**config.mk**
```make
export PLATFORM = sky130hd
export DESIGN_NAME = obs_daq_acc
export DESIGN_NICKNAME = d
export VERILOG_FILES = /design/src/rtl/obs_daq_acc.sv
export SDC_FILE = /design/constraint.sdc
export NUM_CORES = 1
export LEC_CHECK = 0
export BUFFER_PORTS_ARGS = -buffer_cell sky130_fd_sc_hd__buf_4
export CAP_MARGIN = 0
export CORE_MARGIN = 3
export CORE_UTILIZATION = 45
export CTS_BUF_LIST = sky130_fd_sc_hd__clkbuf_4 sky130_fd_sc_hd__clkbuf_8
export DETAILED_ROUTE_END_ITERATION = 8
export PLACE_DENSITY_LB_ADDON = 0.2
export SLEW_MARGIN = 10
export SYNTH_ARGS = -nofsm -noshare
export SYNTH_HDL_FRONTEND = slang
export SYNTH_SLANG_ARGS = --single-unit
```
**constraint.sdc**
```tcl
create_clock -name clk50 -period 2.8 [get_ports clk50]
set_input_delay 0.28 -clock clk50 [delete_from_list [all_inputs] [get_ports clk50]]
set_output_delay 0.28 -clock clk50 [all_outputs]
set_load 0.005 [all_outputs]
```
**src/rtl/obs_daq_acc.sv**
```systemverilog
`default_nettype none
// ============================================================================
// Module   : obs_daq_acc
// Brief    : DAQ-side receiver of the observation-sequencer control lines.
//            Accumulates ADC samples over each adc_en window and queues one
//            tagged record (rotation point, source, count, sum) per window
//            in a first-word-fall-through FIFO with valid/ready output.
// Revision : 1.0 - initial release
// ============================================================================
module obs_daq_acc #(
  parameter int DATA_W     = 16,
  parameter int CNT_W      = 16,
  parameter int FIFO_DEPTH = 4
) (
  input  logic                    clk50,
  input  logic                    sys_init_n,
  input  logic                    wrk_stat,
  input  logic                    adc_en,
  input  logic [3:0]              rf_sw,
  input  logic [9:0]              rot_count,
  input  logic                    adc_valid,
  input  logic [DATA_W-1:0]       adc_data,
  output logic                    rec_valid,
  input  logic                    rec_ready,
  output logic [9:0]              rec_rot,
  output logic [1:0]              rec_src,
  output logic                    rec_err,
  output logic [CNT_W-1:0]        rec_cnt,
  output logic [DATA_W+CNT_W-1:0] rec_sum,
  output logic                    ovf,
  output logic                    sw_err
);

  localparam int SUM_W  = DATA_W + CNT_W;
  localparam int REC_W  = 10 + 2 + 1 + CNT_W + SUM_W;
  localparam int PTR_W  = (FIFO_DEPTH > 1) ? $clog2(FIFO_DEPTH) : 1;
  localparam int SYNC_W = 1 + 1 + 4 + 10;

  typedef enum logic [1:0] {
    S_IDLE = 2'd0,
    S_ACC  = 2'd1,
    S_PUSH = 2'd2
  } state_e;

  // Synchronizer chain, all slow control lines packed together
  logic [SYNC_W-1:0] sync_meta_q, sync_meta_d;
  logic [SYNC_W-1:0] sync_q, sync_d;
  logic              adc_en_d_q, adc_en_d_d;

  logic       wrk_stat_s;
  logic       adc_en_s;
  logic [3:0] rf_sw_s;
  logic [9:0] rot_count_s;

  assign wrk_stat_s  = sync_q[15];
  assign adc_en_s    = sync_q[14];
  assign rf_sw_s     = sync_q[13:10];
  assign rot_count_s = sync_q[9:0];

  // Window accumulator state
  state_e            state_q, state_d;
  logic [9:0]        rot_q, rot_d;
  logic [3:0]        rfsw_q, rfsw_d;
  logic [SUM_W-1:0]  sum_q, sum_d;
  logic [CNT_W-1:0]  cnt_q, cnt_d;
  logic              sat_q, sat_d;
  logic              ovf_q, ovf_d;
  logic              sw_err_q, sw_err_d;

  // Record FIFO
  logic [REC_W-1:0]  mem_q [FIFO_DEPTH];
  logic [PTR_W-1:0]  wr_ptr_q, wr_ptr_d;
  logic [PTR_W-1:0]  rd_ptr_q, rd_ptr_d;
  logic [PTR_W:0]    count_q, count_d;
  logic              rec_valid_q, rec_valid_d;

  logic              rise, fall;
  logic              push, pop, full;
  logic              sw_bad;
  logic [1:0]        src;
  logic [REC_W-1:0]  rec_wdata;
  logic [REC_W-1:0]  rec_head;

  // Decode the latched source select and form the record to be written
  always_comb begin
    src    = 2'd0;
    sw_bad = 1'b0;
    case (rfsw_q)
      4'b0001: src = 2'd0;
      4'b0010: src = 2'd1;
      4'b0100: src = 2'd2;
      4'b1000: src = 2'd3;
      default: sw_bad = 1'b1;
    endcase
    rec_wdata = {rot_q, src, (sw_bad | sat_q), cnt_q, sum_q};
  end

  // Next-state logic: synchronizers, window FSM, sticky flags and FIFO control
  always_comb begin
    sync_meta_d = {wrk_stat, adc_en, rf_sw, rot_count};
    sync_d      = sync_meta_q;
    adc_en_d_d  = adc_en_s;

    rise = adc_en_s & ~adc_en_d_q;
    fall = ~adc_en_s & adc_en_d_q;

    state_d  = state_q;
    rot_d    = rot_q;
    rfsw_d   = rfsw_q;
    sum_d    = sum_q;
    cnt_d    = cnt_q;
    sat_d    = sat_q;
    ovf_d    = ovf_q;
    sw_err_d = sw_err_q;

    pop  = rec_valid_q & rec_ready;
    full = (count_q == (PTR_W+1)'(FIFO_DEPTH));
    push = 1'b0;

    case (state_q)
      S_IDLE: begin
        if (rise && wrk_stat_s) begin
          state_d = S_ACC;
          rot_d   = rot_count_s;
          rfsw_d  = rf_sw_s;
          sum_d   = adc_valid ? SUM_W'(adc_data) : '0;
          cnt_d   = CNT_W'(adc_valid);
          sat_d   = 1'b0;
          if (!(rf_sw_s == 4'b0001 || rf_sw_s == 4'b0010 ||
                rf_sw_s == 4'b0100 || rf_sw_s == 4'b1000)) begin
            sw_err_d = 1'b1;
          end
        end
      end
      S_ACC: begin
        if (!wrk_stat_s) begin
          // Sequencer stopped mid-window: discard without a record
          state_d = S_IDLE;
        end else if (fall) begin
          state_d = S_PUSH;
        end else if (adc_valid) begin
          if (cnt_q != {CNT_W{1'b1}}) begin
            sum_d = sum_q + SUM_W'(adc_data);
            cnt_d = cnt_q + 1'b1;
          end else begin
            sat_d = 1'b1;
          end
        end
      end
      S_PUSH: begin
        // A simultaneous pop frees a slot, so a full FIFO still accepts
        if (!full || pop) begin
          push = 1'b1;
        end else begin
          ovf_d = 1'b1;
        end
        state_d = S_IDLE;
      end
      default: state_d = S_IDLE;
    endcase

    wr_ptr_d = push ? wr_ptr_q + 1'b1 : wr_ptr_q;
    rd_ptr_d = pop  ? rd_ptr_q + 1'b1 : rd_ptr_q;
    count_d  = count_q + (PTR_W+1)'(push) - (PTR_W+1)'(pop);
    // Entries written last cycle become visible now; a pop hides its entry
    rec_valid_d = ((count_q - (PTR_W+1)'(pop)) != '0);
  end

  // State registers with synchronous active-low reset
  always_ff @(posedge clk50) begin
    if (!sys_init_n) begin
      sync_meta_q <= '0;
      sync_q      <= '0;
      adc_en_d_q  <= 1'b0;
      state_q     <= S_IDLE;
      rot_q       <= '0;
      rfsw_q      <= '0;
      sum_q       <= '0;
      cnt_q       <= '0;
      sat_q       <= 1'b0;
      ovf_q       <= 1'b0;
      sw_err_q    <= 1'b0;
      wr_ptr_q    <= '0;
      rd_ptr_q    <= '0;
      count_q     <= '0;
      rec_valid_q <= 1'b0;
    end else begin
      sync_meta_q <= sync_meta_d;
      sync_q      <= sync_d;
      adc_en_d_q  <= adc_en_d_d;
      state_q     <= state_d;
      rot_q       <= rot_d;
      rfsw_q      <= rfsw_d;
      sum_q       <= sum_d;
      cnt_q       <= cnt_d;
      sat_q       <= sat_d;
      ovf_q       <= ovf_d;
      sw_err_q    <= sw_err_d;
      wr_ptr_q    <= wr_ptr_d;
      rd_ptr_q    <= rd_ptr_d;
      count_q     <= count_d;
      rec_valid_q <= rec_valid_d;
    end
  end

  // FIFO storage; contents are don't-care while the pointers mark it empty
  always_ff @(posedge clk50) begin
    if (push) begin
      mem_q[wr_ptr_q] <= rec_wdata;
    end
  end

  assign rec_head  = rec_valid_q ? mem_q[rd_ptr_q] : '0;
  assign rec_valid = rec_valid_q;
  assign rec_rot   = rec_head[REC_W-1 -: 10];
  assign rec_src   = rec_head[REC_W-11 -: 2];
  assign rec_err   = rec_head[CNT_W+SUM_W];
  assign rec_cnt   = rec_head[SUM_W +: CNT_W];
  assign rec_sum   = rec_head[SUM_W-1:0];
  assign ovf       = ovf_q;
  assign sw_err    = sw_err_q;

endmodule
`default_nettype wire

```
==> impl_metrics.tcl, run 1 <==
set metrics [dict create \
    grt_util_met3 0.0299 \
    rows 65 \
    fin_crit_ns 2.68 \
    crit_fanout 12 \
    syn_area_mm2 0.0146 \
    cts_setup_buffers 0 \
    worstSetupPathType "in -> reg" \
    drt-total-wl_um 30100 \
    dr_total_vias 8734 \
    p_int_mw 9.02 \
    start_util 0.459 \
    grt_pass1_vias 8821 \
    fin_setup_tns_ns 0 \
    cts-root-buf "clkbuf_8" \
    busiest_layer "met2" \
    clock_skew_ns 0.0197 \
    ant_nets 0 \
    pwr-share-seq 0.485 \
    die_h_um 186 \
    clock_tree.buffer_depth 3 \
    synth-async-reset-ratio 0 \
    cp_slowest_cell "dlygate4sd3_1" \
    synthFlopType "edfxtp_1" \
    ys_seq_elements 354 \
    outcome "completed" \
    drv_slew 0 \
    sw_frac_of_total 0.225 \
    critPathMaxStageDelay_ns 0.53 \
    worstSetupEndpointType "flop" \
    die-area_mm2 0.0345 \
    switching_power_mw 2.62 \
    drive_gt1_frac 0.253 \
    overflow 0 \
    cp_cell_sequence "dlygate4sd3_1, buf_4, ha_1, fa_1, a21o_1, a311o_1, a211o_1, a21oi_1, buf_4, nor3_1, o21a_1" \
    yosys.area.top_type_share 0.503 \
    cts_buffers 55 \
    core_mm2 0.0317 \
    synthTopCellsByArea "edfxtp_1 (50%), dfxtp_1 (15%), mux4_2 (9.4%)" \
    slew_headroom 0.436 \
    ys_seq_area_frac 0.655 \
    synth_edf_count 244 \
    dpl-instance-area_mm2 0.0160 \
    drt_iter0_drc 454 \
    hp-class "in -> reg" \
    synth_nets 1083 \
    yosysWarnings 0 \
    ir_drop_uv 408 \
    portBuffers 99 \
    synth_cells 1021 \
    r2r_slack_ns 0.12 \
    share_comb_of_total_power 0.128 \
    crit_family "compound AO/OA/AOI/OAI gates" \
    dr.pass1.iters 5 \
    grt_use_met2 0.287 \
    area_growth_pct 19.6 \
    crit_top_cell "buf_4" \
    cts_tree "yes" \
    syn_avg_cell_area_um2 14.3 \
    grt_antenna_before_repair 1 \
    die_w_um 186 \
    grt_use_total 0.178 \
    drcViolationCount 0 \
    crit_required_ns 3.26 \
    clkPwrFrac 0.387 \
    yosys.area.top_type "edfxtp_1" \
    worst_pin_slew_ns 0.845 \
    grtUsageMet1 0.252 \
    clk_pin_slew_ns 0.06 \
    synth_cell_types 64 \
    grt_pass1_wl_um 48300 \
    dp_hpwl_um 19200 \
    rsz0062_at_grt "false" \
    nets 1238 \
    crit_arrival_ns 3.15 \
    routabilityCongestion 0.872 \
    worst-path-buf-inv 3 \
    seq_area_mm2 0.00954 \
    drv_cap 0 \
    routedWlPerCell_um 18.5 \
    fin_crit_sh 0.958 \
    fin_area_mm2 0.0174 \
    htreeDepth 2 \
    antenna_cells 0 \
    cp-start-kind "input port" \
    vias_per_cell 5.37 \
    nFillCells 2642 \
    ioPinCount 100 \
    clkSinkCount 354 \
    multi_input_area_mm2 0.00475 \
    p_per_area_mw_per_mm2 669 \
    hold_violations 0 \
    leakagePower_nw 6.18 \
    grt_max_degree 63 \
    setup_viol 0 \
    clkLatencyLatePin_ns 0.58 \
    max_freq_ghz 0.373 \
]
## through the flow
| step | power (mW) | hold WS, ns | setup slack (ns) | utilization | instances |
|---|---|---|---|---|---|
| 5_1_grt | 12.2 | 0.0139 | 0.00688 | 0.549 | 1625 |
| 3_3_place_gp | 7.26 | 0.415 | 0.172 | 0.504 | 1498 |
| 3_5_place_dp | 7.27 | 0.418 | 0.141 | 0.504 | 1498 |
| 6_report | 11.6 | 0.0427 | 0.117 | 0.549 | 1625 |
| 4_1_cts | 11.8 | 0.00996 | 0.137 | 0.549 | 1625 |
| 2_1_floorplan | 6.55 | 0.402 | 0.325 | - | 1021 |
## state kept, by name, summed over array words and instances (netlist names), named ones only
signal / flops
wr_ptr_q: 2
state_q: 2
ovf: 1
rfsw_q: 4
mem_q: 244
sw_err: 1
cnt_q: 16
count_q: 3
rec_valid: 1
sync_d: 16
rot_q: 10
adc_en_d_q: 1
rd_ptr_q: 2
sum_q: 32
sat_q: 1
sync_q: 16
## area by class of cell
| type | count | area share |
|---|---|---|
| Sequential cell | 354 | 0.548 |
| Clock inverter | 13 | 0.00518 |
| Inverter | 16 | 0.00345 |
| Multi-Input combinational cell | 595 | 0.273 |
| Tap cell | 402 | 0.0289 |
| Clock buffer | 91 | 0.0637 |
| Timing Repair Buffer | 154 | 0.0783 |
## synth_stat cells, drive strengths merged, types with 2 or more instances
master / number
clkbuf: 44
nand2: 71
a22oi: 2
nand2b: 5
a311o: 2
or4: 9
inv: 16
a31o: 2
mux4: 61
o21ai: 29
buf: 12
a311oi: 6
mux2i: 10
a21oi: 60
o21a: 5
or2: 2
a21boi: 2
xor2: 5
and2: 103
a31oi: 7
a211oi: 9
a2111o: 2
nor2: 43
o211ai: 6
nor3b: 4
nor3: 12
a211o: 2
nand4b: 2
xnor2: 18
o31ai: 7
nor4b: 2
nor4: 4
dfxtp: 110
nand3: 18
ha: 24
a21o: 5
edfxtp: 244
fa: 2
nand4: 15
or3: 17
and3: 9
## layer usage
| metal | vias to the layer above | routed length [um] |
|---|---|---|
| met5 | - | 0 |
| met4 | 0 | 507 |
| met3 | 40 | 1360 |
| met2 | 206 | 14300 |
| met1 | 4285 | 14000 |
| li1 | 4203 | - |
## kinds of logic after synthesis
logic type	synth area share
flops	0.655
compound gates	0.0658
simple gates	0.121
buf+inv	0.0199
xor+xnor	0.0138
mux	0.101
fa+ha+maj	0.0234
## repair_timing
item | 4_1_cts | 5_1_grt
gates resized for setup | 0 | 0
endpoints found under the hold margin | 23 | 0
hold buffers | 23 | 0
## final timing paths
path                                  start        end  cells past startpoint
worst max-delay path            adc_data[0]  sum_q[22]                     11
worst max register to register     sum_q[0]  sum_q[22]                      9
worst min-delay path            adc_data[5]   sum_q[5]                      3
worst min register to register    sync_d[2]  sync_q[2]                      1
## layout by cell type (no fill, tap or decap), types with 24 or more instances in the layout
cell      instances
o21ai_0          29
clkbuf_8         68
ha_1             24
edfxtp_1        244
nor2_1           42
nand2_1          71
and2_1           98
mux4_2           61
a21oi_1          60
buf_4           119
dfxtp_1         107
## worst reg2reg max path, stage by stage (launching register included)
cell and delay (ns):
dfxtp_1 0.37, ha_1 0.24, fa_1 0.41, a21o_1 0.21, a311o_1 0.39, a211o_1 0.34
a21oi_1 0.18, buf_4 0.20, nor3_1 0.07, o21a_1 0.17
## power groups by stage
stage	registers [mW]	clock network, mW	logic, mW
2_1_floorplan	5.72	0	0.825
3_3_place_gp	5.76	0	1.50
3_5_place_dp	5.76	0	1.51
4_1_cts	5.65	4.62	1.54
5_1_grt	5.66	4.88	1.67
6_report	5.65	4.50	1.49
Note: power is estimated with default switching activity, not from simulation.
==> run 2: changes to the inputs <==
Settings changed: CELL_PAD_IN_SITES_DETAIL_PLACEMENT from default to 0, CELL_PAD_IN_SITES_GLOBAL_PLACEMENT from default to 1, CORE_ASPECT_RATIO from default to 0.75.
==> run 2 against run 1 <==
  * Setup slack improved by 0.056 ns
  * Non-clock buffer count increased by 4
  * Fmax increased by 2.1%
  * Clock power decreased by 3%
  * Sequential power about the same
  * Global-route usage increased by 1.2 points
  * Sequential share of layout area increased by 0.46 points
  * Worst hold slack improved by 0.022 ns
  * Final area decreased by 0.83%
  * Critical path type is now reg -> reg
  * Die area about the same
==> impl_metrics.tcl, run 2 (synthesis results as in run 1) <==
set metrics [dict create \
    outcome "completed" \
    worst-path-buf-inv 1 \
    cp_cell_sequence "ha_1, fa_1, a21o_1, a311o_1, a211o_1, a21oi_1, buf_4, nor3_1, o21a_1" \
    crit_fanout 12 \
    dr.pass1.iters 5 \
    cp_slowest_cell "fa_1" \
    fin_cells 1628 \
    dp_slack_ns 0.143 \
    hold_violations 0 \
    largest-register "mem_q" \
    drv_cap 0 \
    die-area_mm2 0.0346 \
    grt_use_total 0.190 \
    dp_cells 1501 \
    crit_required_ns 3.28 \
    routabilityCongestion 0.833 \
    fin_area_mm2 0.0173 \
    final_cell_mix "edfxtp_1 (244), buf_4 (128), dfxtp_1 (107)" \
    clkLatencyLatePin_ns 0.60 \
    drt_iter0_drc 592 \
    crit_arrival_ns 3.11 \
    layout_setup_ws_ns 0.173 \
    hp-class "in -> reg" \
    clk_pin_slew_ns 0.06 \
    die_h_um 162 \
    ir_drop_uv 357 \
    fin_crit_ns 2.63 \
    seq_area_mm2 0.00954 \
    cts-root-buf "clkbuf_8" \
    start_util 0.462 \
    grt_pass1_vias 8941 \
    dpl-instance-area_mm2 0.0159 \
    drcViolationCount 0 \
    crit_family "compound AO/OA/AOI/OAI gates" \
    critPathMaxStageDelay_ns 0.41 \
    drt-total-wl_um 31900 \
    vias_per_cell 5.42 \
    htreeDepth 2 \
    grt_util_met3 0.0340 \
    slew_headroom 0.484 \
    drive_gt1_frac 0.248 \
    nets 1240 \
    multi_input_area_mm2 0.00475 \
    top_regs "mem_q (244), sum_q (32)" \
    rsz0062_at_grt "false" \
    antenna_cells 0 \
    nFillCells 2635 \
    die_w_um 214 \
    area_growth_pct 18.6 \
    worstSetupPathType "reg -> reg" \
    clock_tree.buffer_depth 3 \
    routedWlPerCell_um 19.6 \
    grtUsageMet1 0.290 \
    fin_setup_tns_ns 0 \
    drv_slew 0 \
    clkSinkCount 354 \
    max_freq_ghz 0.381 \
    p_per_area_mw_per_mm2 667 \
    worstSetupEndpointType "flop" \
    busiest_layer "met1" \
    clock_skew_ns 0.0192 \
    layout_commonest_cell "edfxtp_1" \
    overflow 0 \
    grt_antenna_before_repair 0 \
    fin_crit_sh 0.938 \
    cts_tree "yes" \
    leakagePower_nw 6.14 \
    largest_reg_flops 244 \
    dr_total_vias 8818 \
    grt_max_degree 63 \
    setup_viol 0 \
    cts_buffers 53 \
    core_mm2 0.0315 \
    grt_pass1_wl_um 51200 \
    ant_nets 0 \
    cts_setup_buffers 0 \
    worst_pin_slew_ns 0.770 \
    holdWs_ns 0.0650 \
    grt_use_met2 0.282 \
    cp-start-kind "flop" \
    dp_hpwl_um 20000 \
    rows 56 \
    portBuffers 99 \
    ioPinCount 100 \
]
[run 2: cell types whose count changed in the layout (fill, tap and decap cells not counted)]
cell,delta
buf_12,-10
inv_6,+1
buf_4,+9
dlygate4sd3_1,+5
clkbuf_4,-1
clkbuf_8,-5
[run 2: timing repair]
item,CTS,global route
gates resized for setup,0,0
setup endpoints to repair,0,0
endpoints found under the hold margin,32,0
hold buffers,28,0
[run 2: final timing paths]
| check | to | startpoint | slack (ns) | cells past startpoint |
|---|---|---|---|---|
| setup reg to reg | sum_q[22] | sum_q[0] | 0.17 | 9 |
| hold / removal | sum_q[1] | adc_valid | 0.06 | 3 |
| hold reg to reg | sync_q[7] | sync_d[7] | 0.43 | 1 |
| setup / recovery | sum_q[22] | sum_q[0] | 0.17 | 9 |
[run 2: layout make-up]
class,count,share of cell area
sequential,354,0.552
multi-input combinational,595,0.275
timing repair buffer,158,0.0742
clock buffer,85,0.0598
tap,406,0.0294
clock inverter,14,0.00573
inverter,16,0.00348
[run 2: layer usage]
layer | routed length [um] | part of all wire
met3 | 1350 | 0.042
met5 | 0 | 0
met1 | 15800 | 0.50
met2 | 14200 | 0.44
met4 | 541 | 0.017
[run 2: through the flow]
step,util,power (mW)
global placement,0.503,7.28
detailed placement,0.503,7.29
CTS,0.548,11.7
finish,0.548,11.5
floorplan,-,6.55
global route,0.548,12.1
[run 2: where the power goes]
group | switching (mW) | internal (mW) | total (mW)
clock network | 1.93 | 2.43 | 4.36
logic | 0.709 | 0.834 | 1.54
registers | 0.0330 | 5.58 | 5.62
total | 2.67 | 8.85 | 11.5
[run 2: worst min-delay path, delay by kind of cell]
family | cells | cell delay, ns
simple gates | 1 | 0.08
compound gates | 1 | 0.08
buf+inv | 1 | 0.17
==> run 3: changes to the inputs <==
Settings changed: BUFFER_PORTS_ARGS -buffer_cell sky130_fd_sc_hd__buf_4 to -buffer_cell sky130_fd_sc_hd__clkbuf_2.
==> run 3 against run 2 <==
  * Wire length is 1.1% lower
  * Register-to-register slack about the same
  * Sequential power about the same
  * Largest cell class unchanged
  * Critical path depth unchanged
  * Setup slack lost 0.014 ns
  * Clock-buffer cell count fell by 5
  * Die area is the same
  * Highest routed layer unchanged
  * Total power down 1.6%
  * Via count is 0.56% lower
==> impl_metrics.tcl, run 3 (synthesis results as in run 1) <==
set metrics [dict create \
    outcome "completed" \
    critPathMaxStageDelay_ns 0.41 \
    cts-root-buf "clkbuf_8" \
    htreeDepth 2 \
    crit_arrival_ns 3.11 \
    p_int_mw 8.71 \
    r2r_slack_ns 0.16 \
    worstSetupEndpointType "flop" \
    clkPwrFrac 0.385 \
    crit_required_ns 3.27 \
    worst_pin_slew_ns 0.998 \
    clkSinkCount 354 \
    vias_per_cell 5.42 \
    dr.pass1.iters 5 \
    drv_slew 0 \
    setup_viol 0 \
    startpoint "sum_q[0]" \
    p_per_area_mw_per_mm2 668 \
    cts_buffers 53 \
    pwr-share-seq 0.496 \
    cp_cell_sequence "ha_1, fa_1, a21o_1, a311o_1, a211o_1, a21oi_1, buf_4, nor3_1, o21a_1" \
    antenna_cells 0 \
    cp-start-kind "flop" \
    grt_max_degree 63 \
    grt_pass1_wl_um 49700 \
    layout_commonest_cell "edfxtp_1" \
    area_growth_pct 16.5 \
    clkLatencyLatePin_ns 0.59 \
    fin_setup_tns_ns 0 \
    rows 56 \
    fin_crit_sh 0.943 \
    slew_headroom 0.332 \
    switching_power_mw 2.62 \
    drt-total-wl_um 31500 \
    grt_antenna_before_repair 0 \
    die_h_um 162 \
    grt_use_total 0.185 \
    rsz0062_at_grt "false" \
    fin_crit_ns 2.64 \
    top_regs "mem_q (244), sum_q (32)" \
    max_freq_ghz 0.379 \
    cts_tree "yes" \
    cts_setup_buffers 0 \
    share_comb_of_total_power 0.119 \
    portBuffers 99 \
    die_w_um 214 \
    core_mm2 0.0315 \
    ioPinCount 100 \
    reg2reg_from "sum_q[0]" \
    start_util 0.462 \
    die-area_mm2 0.0346 \
    crit_fanout 12 \
    clock_tree.buffer_depth 3 \
    drt_iter0_drc 638 \
    ant_nets 0 \
    cp_slowest_cell "fa_1" \
    largest-register "mem_q" \
    crit_end "sum_q[22]" \
    routabilityCongestion 0.848 \
    clock_skew_ns 0.0255 \
    grt_pass1_vias 8638 \
    drv_cap 0 \
    r2r_cells 9 \
    worstSetupPathType "reg -> reg" \
    hp-class "in -> reg" \
    sw_frac_of_total 0.232 \
    overflow 0 \
    largest_reg_flops 244 \
    nFillCells 2694 \
    dp_hpwl_um 19800 \
    leakagePower_nw 6.02 \
    r2r-end "sum_q[22]" \
    dr_total_vias 8769 \
    hold_violations 0 \
    clk_pin_slew_ns 0.06 \
    ir_drop_uv 362 \
    drive_gt1_frac 0.245 \
    nets 1229 \
    drcViolationCount 0 \
    routedWlPerCell_um 19.5 \
    final_cell_mix "edfxtp_1 (244), dfxtp_1 (107), clkbuf_2 (99)" \
    total_power_mw 11.3 \
]
[run 3: cell types whose count changed in the layout (fill, tap and decap cells not counted), sizes merged]
cell / delta
bufinv: +2
clkbuf: +94
clkinv: +5
buf: -101
dlygate4sd3: -9
inv: -2
[run 3: worst min-delay path by stage]
stage / startpoint / to / slack (ns) / depth (start not counted)
floorplan: rot_count[9] / sync_d[9] / 0.40 / 1
global placement: sync_d[4] / sync_q[4] / 0.42 / 1
detailed placement: sync_d[3] / sync_q[3] / 0.42 / 1
CTS: adc_data[3] / sum_q[3] / 0.0003 / 3
global route: adc_data[1] / sum_q[1] / 0.03 / 3
finish: adc_data[1] / sum_q[1] / 0.03 / 3
[run 3: per-layer routing]
layer  vias up  GRT usage  share of wire
met5         -          0              0
met4         0     0.0426          0.013
met3        38     0.0319          0.047
met2       195      0.286           0.45
met1      4364      0.276           0.49
li1       4172          -              -
[run 3: worst max-delay path, delay by kind of cell (launching register included)]
family / cells / cell delay [ns]
AOI/OAI and AO/OA: 5 / 1.26
adders and majority gates: 2 / 0.65
DFF: 1 / 0.35
buffers and inverters: 1 / 0.20
and+or+nand+nor: 1 / 0.07
[run 3: timing repair]
item,CTS,global route
endpoints found under the hold margin,19,0
hold buffers,19,0
resized for setup,0,0
[run 3: power groups by stage]
| stage | Sequential [mW] | Combinational, mW | Clock, mW |
|---|---|---|---|
| 5_1_grt | 5.62 | 1.53 | 4.72 |
| 3_3_place_gp | 5.73 | 1.37 | 0 |
| 6_report | 5.62 | 1.35 | 4.36 |
| 2_1_floorplan | 5.72 | 0.825 | 0 |
| 4_1_cts | 5.62 | 1.40 | 4.47 |
| 3_5_place_dp | 5.73 | 1.38 | 0 |
[run 3: final cells by class]
| type | count | area (um2) | share of cell area |
|---|---|---|---|
| sequential | 354 | 9540 | 0.562 |
| multi-input combinational | 595 | 4750 | 0.280 |
| timing repair buffer | 147 | 991 | 0.0584 |
| clock buffer | 80 | 957 | 0.0564 |
| tap | 406 | 508 | 0.0300 |
| clock inverter | 19 | 161 | 0.00952 |
| inverter | 16 | 60.1 | 0.00354 |
[run 3: through the flow]
step,instance area (um2),instances,setup WS [ns],utilization,hold WS [ns]
finish,17000,1617,0.159,0.538,0.0313
detailed placement,15700,1499,0.148,0.496,0.417
floorplan,14600,1021,0.325,-,0.402
global route,17000,1617,0.0214,0.538,0.0285
CTS,17000,1617,0.174,0.538,0.000330
global placement,15700,1499,0.171,0.496,0.416
